### src/rtl/vx_serial_divide_pkg.sv
// vx_div_pkg: shared state encoding, counter width and sign helpers for the serial divider
package vx_div_pkg;
   typedef enum logic [1:0] {IDLE, CALC, FIX, DONE} state_t;
   localparam int MAX_W = 64;
   localparam int CNT_W = $clog2(MAX_W + 1);
   function automatic logic [MAX_W-1:0] neg_val(input logic [MAX_W-1:0] v);
      return ~v + MAX_W'(1);
   endfunction
   function automatic logic [MAX_W-1:0] abs_val(input logic [MAX_W-1:0] v, input logic s);
      return s ? neg_val(v) : v;
   endfunction
endpackage

### src/rtl/vx_serial_divide_if.sv
// vx_serial_divide_if: request/result handshake bundle of the serial divider
interface vx_serial_divide_if #(
   parameter int WIDTH = 32,
   parameter int LANES = 1,
   parameter int TAG_WIDTH = 8
);
   logic in_valid, in_ready, in_signed, out_valid, out_ready;
   logic [TAG_WIDTH-1:0] in_tag, out_tag;
   logic [LANES*WIDTH-1:0] numer, denom, quotient, remainder;
   modport master (
      output in_valid, in_signed, in_tag, numer, denom, out_ready,
      input in_ready, out_valid, out_tag, quotient, remainder
   );
   modport slave (
      input in_valid, in_signed, in_tag, numer, denom, out_ready,
      output in_ready, out_valid, out_tag, quotient, remainder
   );
endinterface

### src/rtl/vx_div_lane.sv
// vx_div_lane: one restoring-division lane with sign and divide-by-zero fix-up
module vx_div_lane import vx_div_pkg::*; #(
   parameter int WIDTH = 32
) (
   input  logic             clock,
   input  logic             aclr,
   input  logic             load,
   input  logic             step,
   input  logic             fix,
   input  logic             in_signed,
   input  logic             mode,
   input  logic [WIDTH-1:0] numer,
   input  logic [WIDTH-1:0] denom,
   output logic [WIDTH-1:0] quotient,
   output logic [WIDTH-1:0] remainder
);
   logic sn, sd;
   logic [WIDTH-1:0] dvd, dsr, rem, raw_n, raw_d;
   logic [WIDTH:0] sh, trial;
   assign sh = {rem, dvd[WIDTH-1]};
   assign trial = sh - {1'b0, dsr};
   // latch magnitudes on accept, shift in one quotient bit per step, then apply signs into the outputs
   always_ff @(posedge clock or posedge aclr)
      if (aclr) begin
         sn <= 1'b0;
         sd <= 1'b0;
         dvd <= '0;
         dsr <= '0;
         rem <= '0;
         raw_n <= '0;
         raw_d <= '0;
         quotient <= '0;
         remainder <= '0;
      end else if (load) begin
         sn <= numer[WIDTH-1];
         sd <= denom[WIDTH-1];
         dvd <= WIDTH'(abs_val(MAX_W'(numer), in_signed & numer[WIDTH-1]));
         dsr <= WIDTH'(abs_val(MAX_W'(denom), in_signed & denom[WIDTH-1]));
         rem <= '0;
         raw_n <= numer;
         raw_d <= denom;
      end else if (step) begin
         rem <= trial[WIDTH] ? sh[WIDTH-1:0] : trial[WIDTH-1:0];
         dvd <= {dvd[WIDTH-2:0], ~trial[WIDTH]};
      end else if (fix) begin
         quotient <= raw_d == '0 ? '1 : (mode & (sn ^ sd)) ? WIDTH'(neg_val(MAX_W'(dvd))) : dvd;
         remainder <= raw_d == '0 ? raw_n : (mode & sn) ? WIDTH'(neg_val(MAX_W'(rem))) : rem;
      end
endmodule

### src/rtl/vx_serial_divide.sv
// vx_serial_divide: multi-lane iterative radix-2 divider with valid/ready handshakes
module vx_serial_divide import vx_div_pkg::*; #(
   parameter int WIDTH = 32,
   parameter int LANES = 1,
   parameter int TAG_WIDTH = 8
) (
   input logic              clock,
   input logic              aclr,
   input logic              clken,
   vx_serial_divide_if.slave bus
);
   state_t state, state_nx;
   logic [CNT_W-1:0] cnt;
   logic [TAG_WIDTH-1:0] tag_q, out_tag;
   logic [LANES*WIDTH-1:0] q_all, r_all;
   logic mode, acc, step, fix;
   assign bus.in_ready = state == IDLE && clken;
   assign bus.out_valid = state == DONE;
   assign bus.out_tag = out_tag;
   assign bus.quotient = q_all;
   assign bus.remainder = r_all;
   assign acc = bus.in_valid & bus.in_ready;
   assign step = clken && state == CALC;
   assign fix = clken && state == FIX;
   // next state, every transition gated by the global enable
   always_comb begin
      state_nx = state;
      if (clken)
         unique case (state)
            IDLE: state_nx = bus.in_valid ? CALC : IDLE;
            CALC: state_nx = cnt == CNT_W'(1) ? FIX : CALC;
            FIX:  state_nx = DONE;
            DONE: state_nx = bus.out_ready ? IDLE : DONE;
            default: state_nx = IDLE;
         endcase
   end
   // state register
   always_ff @(posedge clock or posedge aclr)
      if (aclr) state <= IDLE;
      else state <= state_nx;
   // bit counter, request tag/mode capture and result tag
   always_ff @(posedge clock or posedge aclr)
      if (aclr) begin
         cnt <= '0;
         tag_q <= '0;
         mode <= 1'b0;
         out_tag <= '0;
      end else if (acc) begin
         cnt <= CNT_W'(WIDTH);
         tag_q <= bus.in_tag;
         mode <= bus.in_signed;
      end else if (step) begin
         cnt <= cnt - CNT_W'(1);
      end else if (fix) begin
         out_tag <= tag_q;
      end
   for (genvar i = 0; i < LANES; i++) begin : g_lane
      vx_div_lane #(.WIDTH(WIDTH)) u_lane (
         .clock     (clock),
         .aclr      (aclr),
         .load      (acc),
         .step      (step),
         .fix       (fix),
         .in_signed (bus.in_signed),
         .mode      (mode),
         .numer     (bus.numer[i*WIDTH +: WIDTH]),
         .denom     (bus.denom[i*WIDTH +: WIDTH]),
         .quotient  (q_all[i*WIDTH +: WIDTH]),
         .remainder (r_all[i*WIDTH +: WIDTH])
      );
   end
endmodule

### src/flat_wrapper.sv
// flat-port wrapper written by rule: the top's interface ports become plain ports
module vx_serial_divide_flat import vx_div_pkg::*;
#(
   parameter int WIDTH = 32,
   parameter int LANES = 1,
   parameter int TAG_WIDTH = 8
)
  (clock, aclr, clken, bus_in_valid, bus_in_signed, bus_in_tag, bus_numer, bus_denom, bus_out_ready, bus_in_ready, bus_out_valid, bus_out_tag, bus_quotient, bus_remainder);
  vx_serial_divide_if #(.WIDTH(WIDTH), .LANES(LANES), .TAG_WIDTH(TAG_WIDTH)) bus_i ();
  input logic clock;
  input logic aclr;
  input logic clken;
  input wire logic [$bits(bus_i.in_valid)-1:0] bus_in_valid;
  input wire logic [$bits(bus_i.in_signed)-1:0] bus_in_signed;
  input wire logic [$bits(bus_i.in_tag)-1:0] bus_in_tag;
  input wire logic [$bits(bus_i.numer)-1:0] bus_numer;
  input wire logic [$bits(bus_i.denom)-1:0] bus_denom;
  input wire logic [$bits(bus_i.out_ready)-1:0] bus_out_ready;
  output wire logic [$bits(bus_i.in_ready)-1:0] bus_in_ready;
  output wire logic [$bits(bus_i.out_valid)-1:0] bus_out_valid;
  output wire logic [$bits(bus_i.out_tag)-1:0] bus_out_tag;
  output wire logic [$bits(bus_i.quotient)-1:0] bus_quotient;
  output wire logic [$bits(bus_i.remainder)-1:0] bus_remainder;
  assign bus_i.in_valid = bus_in_valid;
  assign bus_i.in_signed = bus_in_signed;
  assign bus_i.in_tag = bus_in_tag;
  assign bus_i.numer = bus_numer;
  assign bus_i.denom = bus_denom;
  assign bus_i.out_ready = bus_out_ready;
  assign bus_in_ready = bus_i.in_ready;
  assign bus_out_valid = bus_i.out_valid;
  assign bus_out_tag = bus_i.out_tag;
  assign bus_quotient = bus_i.quotient;
  assign bus_remainder = bus_i.remainder;
  vx_serial_divide #(.WIDTH(WIDTH), .LANES(LANES), .TAG_WIDTH(TAG_WIDTH)) u_core (.clock(clock), .aclr(aclr), .clken(clken), .bus(bus_i));
endmodule
### config.mk
export PLATFORM = sky130hd
export DESIGN_NAME = vx_serial_divide_flat
export DESIGN_NICKNAME = d
export VERILOG_FILES = /design/src/rtl/vx_serial_divide_pkg.sv /design/src/rtl/vx_serial_divide_if.sv /design/src/rtl/vx_div_lane.sv /design/src/rtl/vx_serial_divide.sv /design/src/flat_wrapper.sv
export SDC_FILE = /design/constraint.sdc
export NUM_CORES = 1
export LEC_CHECK = 0
export CAP_MARGIN = 20
export CORE_MARGIN = 1
export CORE_UTILIZATION = 50
export CTS_BUF_LIST = sky130_fd_sc_hd__clkbuf_16
export DETAILED_ROUTE_END_ITERATION = 16
export PLACE_DENSITY_LB_ADDON = 0.15
export SLEW_MARGIN = 20
export SYNTH_ARGS = -nofsm -noshare
export SYNTH_HDL_FRONTEND = slang
export SYNTH_SLANG_ARGS = --single-unit
### constraint.sdc
create_clock -name clock -period 19.8 [get_ports clock]
set_clock_uncertainty 0.05 [all_clocks]
set_input_delay 1.98 -clock clock [delete_from_list [all_inputs] [get_ports clock]]
set_output_delay 1.98 -clock clock [all_outputs]
set_load 0.005 [all_outputs]
**Word level (Yosys, flattened, before mapping)**

Index checks and enable logic that the tools add are counted.

- Bitwise operators: 13
- Add/sub/neg operators: 6
- Equal/unequal tests: 4
- Reductions and logical operators: 7
- Muxes and demuxes: 17

Operators with widths:

| operator | count |
|---|---|
| 32-bit two-way mux | 11 |
| 32-bit by 1-bit adder with 32-bit output (second input constant) | 4 |
| 32-bit inverter | 4 |
| 33-bit by 32-bit subtractor with 33-bit output | 1 |
| 32-bit logical NOT | 1 |
| 7-bit two-way mux | 2 |
| 2-bit case mux with 4 select lines | 1 |
| 7-bit by 1-bit == test with 1-bit output (second input constant) | 1 |
| 7-bit by 1-bit subtractor with 7-bit output (second input constant) | 1 |
| 1-bit bitwise AND | 5 |
| 2-bit == test (second input constant) | 2 |
| 2-bit two-way mux | 2 |
| 1-bit logical AND | 3 |
| 1-bit inverter | 3 |
| 3-bit AND reduction | 1 |
| 2-bit by 1-bit == test with 1-bit output (second input constant) | 1 |
| 2-bit logical NOT | 1 |
| 2-bit nonzero test | 1 |
| 1-bit two-way mux | 1 |
| 1-bit XOR | 1 |

- Word-level logic and storage cells: 61
- Register bits after elaboration: 252
- Bits of input ports: 78

**Depth between registers and ports, before layout**

- Depth in word-level cells: 5
- Gate-level depth with buffers: 15

**By module**

From an unflattened synthesis, not the netlist that was laid out.

- Cells, all modules: 1570
- Area, all modules: 14538.9 um^2

By module, submodules not included:

| module | times used | area an instance (um^2) | cells each |
|---|---|---|---|
| vx_div_lane | 1 | 13369.1 | 1481 |
| vx_serial_divide | 1 | 1169.9 | 89 |

**Worst setup path after synthesis**

No wires, ideal clock.

- Path type: input to register
- From: in bus_numer[6]
- To: reg u_core.g_lane[0].u_lane.dvd[29]
- Cell stages on the path: 9
- Data arrival time: 4.685 ns
- Path slack: 14.983 ns
- Data required time: 19.668 ns
- Cells stage by stage: or4_4 -> or3_4 -> or3_4 -> or4b_4 -> or3_4 -> o41ai_2 -> xnor2_1 -> nor2_1 -> a31oi_1

- Word-level cells in the longest chain between the ends: 4

RTL lines:

| item | line | text |
|---|---|---|
| start, declared | flat_wrapper.sv:16 | `input wire logic [$bits(bus_i.numer)-1:0] bus_numer;` |
| 32-bit inverter | vx_serial_divide_pkg.sv:7 | `return ~v + MAX_W'(1);` |
| 32-bit by 1-bit adder with 32-bit output | vx_serial_divide_pkg.sv:7 |  |
| 32-bit two-way mux | vx_serial_divide_pkg.sv:10 | `return s ? neg_val(v) : v;` |
| 32-bit two-way mux | vx_div_lane.sv:34 | `end else if (load) begin` |
| end signal, assigned | vx_div_lane.sv:37 | `dvd <= WIDTH'(abs_val(MAX_W'(numer), in_signed & numer[WIDTH-1]));` |
| end signal, assigned | vx_div_lane.sv:44 | `dvd <= {dvd[WIDTH-2:0], ~trial[WIDTH]};` |
| end, declared | vx_div_lane.sv:18 | `logic [WIDTH-1:0] dvd, dsr, rem, raw_n, raw_d;` |

Every way passes these cells.
A chain may end at the register's enable or synchronous reset.

**Worst setup path in the final report**

- From: in clken
- To: out bus_in_ready

- Word-level cells in the longest chain between the ends: 1

RTL lines:

| item | line | text |
|---|---|---|
| start, declared | flat_wrapper.sv:12 | `input logic clken;` |
| 1-bit logical AND | vx_serial_divide.sv:17 | `assign bus.in_ready = state == IDLE && clken;` |
| end, declared | flat_wrapper.sv:19 | `output wire logic [$bits(bus_i.in_ready)-1:0] bus_in_ready;` |

Every way passes these cells.

==> metrics <==
power density over cell area=around 170 nW/um^2; fmax=~180 MHz; total grt overflow=0; relative slew slack=33.0%; Setup Total Neg Slack=0 ns; Tot Pwr=between 0.002 and 0.003 W; Setup crit end kind=output pin; cell mode on critical path=clkdlybuf4s50_1; Mapped Cells=1,778; drt wl/cell=about 18 microns; Routed Antenna Nets=0; clock sinks=between 200 and 250; outcome=complete, no violations; Post-synth EDFFs=0; IO Pins=between 150 and 200; sequential area share after synthesis=between 40% and 50%; Slew Viols, Final=0; clock buffer depth=3; Syn Nets=1,895; via count=~13,000; vias per cell=5.74; core area=~28,000 sq um; Final Instance Area=roughly 17,000 sq um; full die area=roughly 30,000 sq um; number of global-route vias before repair=about 12,000; First DRT Iteration DRCs=1,026; Crit path largest cell delay=0.61 ns; # resized after CTS=0; Final period util=~28%; ant diodes=0; static leakage=roughly 7.5 nW; port buffer count=around 150; Critical Path Source=clken; HPWL Detailed=roughly 28,000 microns; Mean Syn Cell Area=about 8.1 sq um; class of the worst hold path=flop to flop; Worst EP required=between 15 and 20 ns; Critical Path Fanout Max=5; worst slew pin tran=about 1 ns; CTS tree=built; area growth from synthesis to layout=18.3%; Synth Warn #=0; CP max stage cell=clkdlybuf4s50_1; initial antenna violation count=0; Fillers=roughly 2,500; die height=about 170 microns; Final Hold Viols=0; Initial Utilization=about half; Final setup viols=0; RR Startpoint=u_core.g_lane[0].u_lane.dvd[31]$_DFFE_PP0N_; DRC errors left=0; Final nets=between 1,500 and 2,000; clock-pin slew on the worst setup and hold paths=roughly 0.06 ns; drt pass-1 iters=6; Yosys reg bits=between 200 and 250; unrepaired setup endpoints after global routing=no; hold wc startpoint=u_core.tag_q[4]$_DFFE_PP0P_; max-cap violation count=0; clock buffer count from CTS=29; crit-path cells=clkdlybuf4s50_1 > nor3b_1 > clkdlybuf4s50_1; maximum vdd drop=78.7 uV; Routability Congestion=between 0.8 and 0.9; critical path arrival=3.61 ns; Netlist cell types=55; Die Width=~170 microns; largest net degree at the start of global routing=127; Clock Latency Late Sink=between 0.5 and 0.6 ns; critical path class=primary input to output pin; # H-tree levels=1; Period minus WS final=5.64 ns; CP startpoint kind=primary input; cell area after synthesis=between 10,000 and 15,000 sq um; primary flip-flop cell chosen by synthesis mapping=dfrtp_1; final wirelength=between 40,000 and 50,000 microns; wire length of the first global-routing pass=around 66,000 microns; GRT Util Overall=roughly 28%; asr flop ratio synth=100%; Area after DPL=between 15,000 and 20,000 sq um; setup bufs post-CTS=0; cell row count=a little over 60; hold buffer count at CTS=0; share of layout cells above drive strength 1=slightly above 4%; root buffer cell=clkbuf_16
-- cell families after synthesis --
family | Yosys count | share of synthesized area (%)
and+or+nand+nor | 781 | 23.4
AOI/OAI and AO/OA | 401 | 16.5
DFF | 249 | 43.2
buffers and inverters | 153 | 4.00
xor gates and xnor gates | 147 | 8.92
adders and majority gates | 39 | 3.43
muxes | 8 | 0.555
-- sequential cells by signal (all words and copies together), names as in the netlist --
signal / cells
u_core.g_lane.u_lane.sd: 1
u_core.bus.out_tag: 8
u_core.g_lane.u_lane.raw_d: 30
u_core.tag_q: 8
u_core.g_lane.u_lane.rem: 32
u_core.mode: 1
u_core.g_lane.u_lane.sn: 1
u_core.g_lane.u_lane.quotient: 32
u_core.cnt: 7
u_core.g_lane.u_lane.dsr: 32
u_core.g_lane.u_lane.remainder: 32
u_core.g_lane.u_lane.raw_n: 31
u_core.g_lane.u_lane.dvd: 32
u_core.state: 2
-- final cells by class --
class / instances / area, sq um / share of cell area, %
Clock buffer: 29 / 726 / 4.25
Sequential cell: 249 / 6230 / 36.5
Clock inverter: 23 / 154 / 0.901
Multi-Input combinational cell: 1376 / 7660 / 44.9
Tap cell: 378 / 473 / 2.77
Timing Repair Buffer: 164 / 1610 / 9.42
Inverter: 57 / 221 / 1.30
-- power by group --
part / internal [W] / total (W) / switching, W
sequential: 0.000747 / 0.000970 / 0.000223
clock: 0.000280 / 0.000496 / 0.000217
combinational: 0.000635 / 0.00146 / 0.000822
total: 0.00166 / 0.00292 / 0.00126
-- final timing paths --
kind	to	slack (ns)	depth (start not counted)
max in group asynchronous	u_core.g_lane[0].u_lane.rem[11]$_DFFE_PP0N_	16.30	3
hold / removal	u_core.bus.out_tag[4]$_DFFE_PP0P_	0.42	2
min in group asynchronous	u_core.tag_q[6]$_DFFE_PP0P_	1.93	2
hold reg to reg	u_core.bus.out_tag[4]$_DFFE_PP0P_	0.42	2
setup / recovery	bus_in_ready	14.16	3
setup reg to reg	u_core.g_lane[0].u_lane.rem[30]$_DFFE_PP0N_	15.99	13
-- critical path, delay by kind of cell --
kind	cells	cell delay [ns]
AND/OR/NAND/NOR	1	0.48
buffers and inverters	2	1.15
-- layout by cell type (no fill, tap or decap), drive strengths merged, types with 21 or more instances in the layout --
cell           count
xor2              66
nor2             151
ha                38
nor3              21
a31oi             29
o31ai             21
a21oi            135
inv               63
nor4              21
nand4             33
clkdlybuf4s50    151
nand2            443
o211ai            33
nand3             41
dfrtp            249
clkbuf            29
xnor2             81
o21ai            122
-- metrics by stage --
| step | hold WS, ns | std cells | worst slack, ns | util, % |
|---|---|---|---|---|
| 2_1_floorplan | 0.389 | 1778 | 10.93 | - |
| 3_3_place_gp | 0.397 | 2224 | 14.22 | 57.7 |
| 3_5_place_dp | 0.405 | 2224 | 14.15 | 57.7 |
| 4_1_cts | 0.421 | 2276 | 14.14 | 60.8 |
| 5_1_grt | 0.428 | 2276 | 14.05 | 60.8 |
| 6_report | 0.419 | 2276 | 14.16 | 60.8 |
-- Yosys cell counts, types with 3 or more instances --
| library cell | n | share of area, % |
|---|---|---|
| o21ai_0 | 120 | 4.2 |
| a22oi_1 | 4 | 0.21 |
| or4_1 | 7 | 0.36 |
| clkbuf_1 | 94 | 2.4 |
| a21o_1 | 9 | 0.47 |
| xnor2_1 | 81 | 4.9 |
| nand2_1 | 443 | 12 |
| a211oi_1 | 5 | 0.26 |
| nand2b_1 | 12 | 0.52 |
| nor4_1 | 21 | 0.91 |
| xor2_1 | 66 | 4.0 |
| o211ai_1 | 33 | 1.7 |
| o21a_1 | 11 | 0.57 |
| o311ai_0 | 5 | 0.30 |
| inv_1 | 57 | 1.5 |
| ha_1 | 38 | 3.3 |
| o41ai_1 | 12 | 0.73 |
| nor2_1 | 151 | 3.9 |
| and3_1 | 5 | 0.22 |
| or3_1 | 11 | 0.48 |
| a31oi_1 | 29 | 1.3 |
| and2_1 | 7 | 0.30 |
| mux2i_1 | 8 | 0.55 |
| o31ai_1 | 21 | 1.1 |
| nand4_1 | 33 | 1.4 |
| a21oi_1 | 135 | 4.7 |
| nor2b_1 | 7 | 0.30 |
| or2_2 | 6 | 0.26 |
| or3_4 | 3 | 0.23 |
| nand3b_1 | 5 | 0.26 |
| dfrtp_1 | 249 | 43 |
| nor3_1 | 21 | 0.73 |
| nand3_1 | 41 | 1.4 |
-- metal layers --
layer	global-route usage [%]	up-vias	part of all wire, %
met5	0	-	0
met4	9.89	0	3.1
met3	3.14	71	6.3
met2	46.6	429	48
met1	37.9	6272	43
li1	-	6288	-
Note: power is estimated with default switching activity, not from simulation.
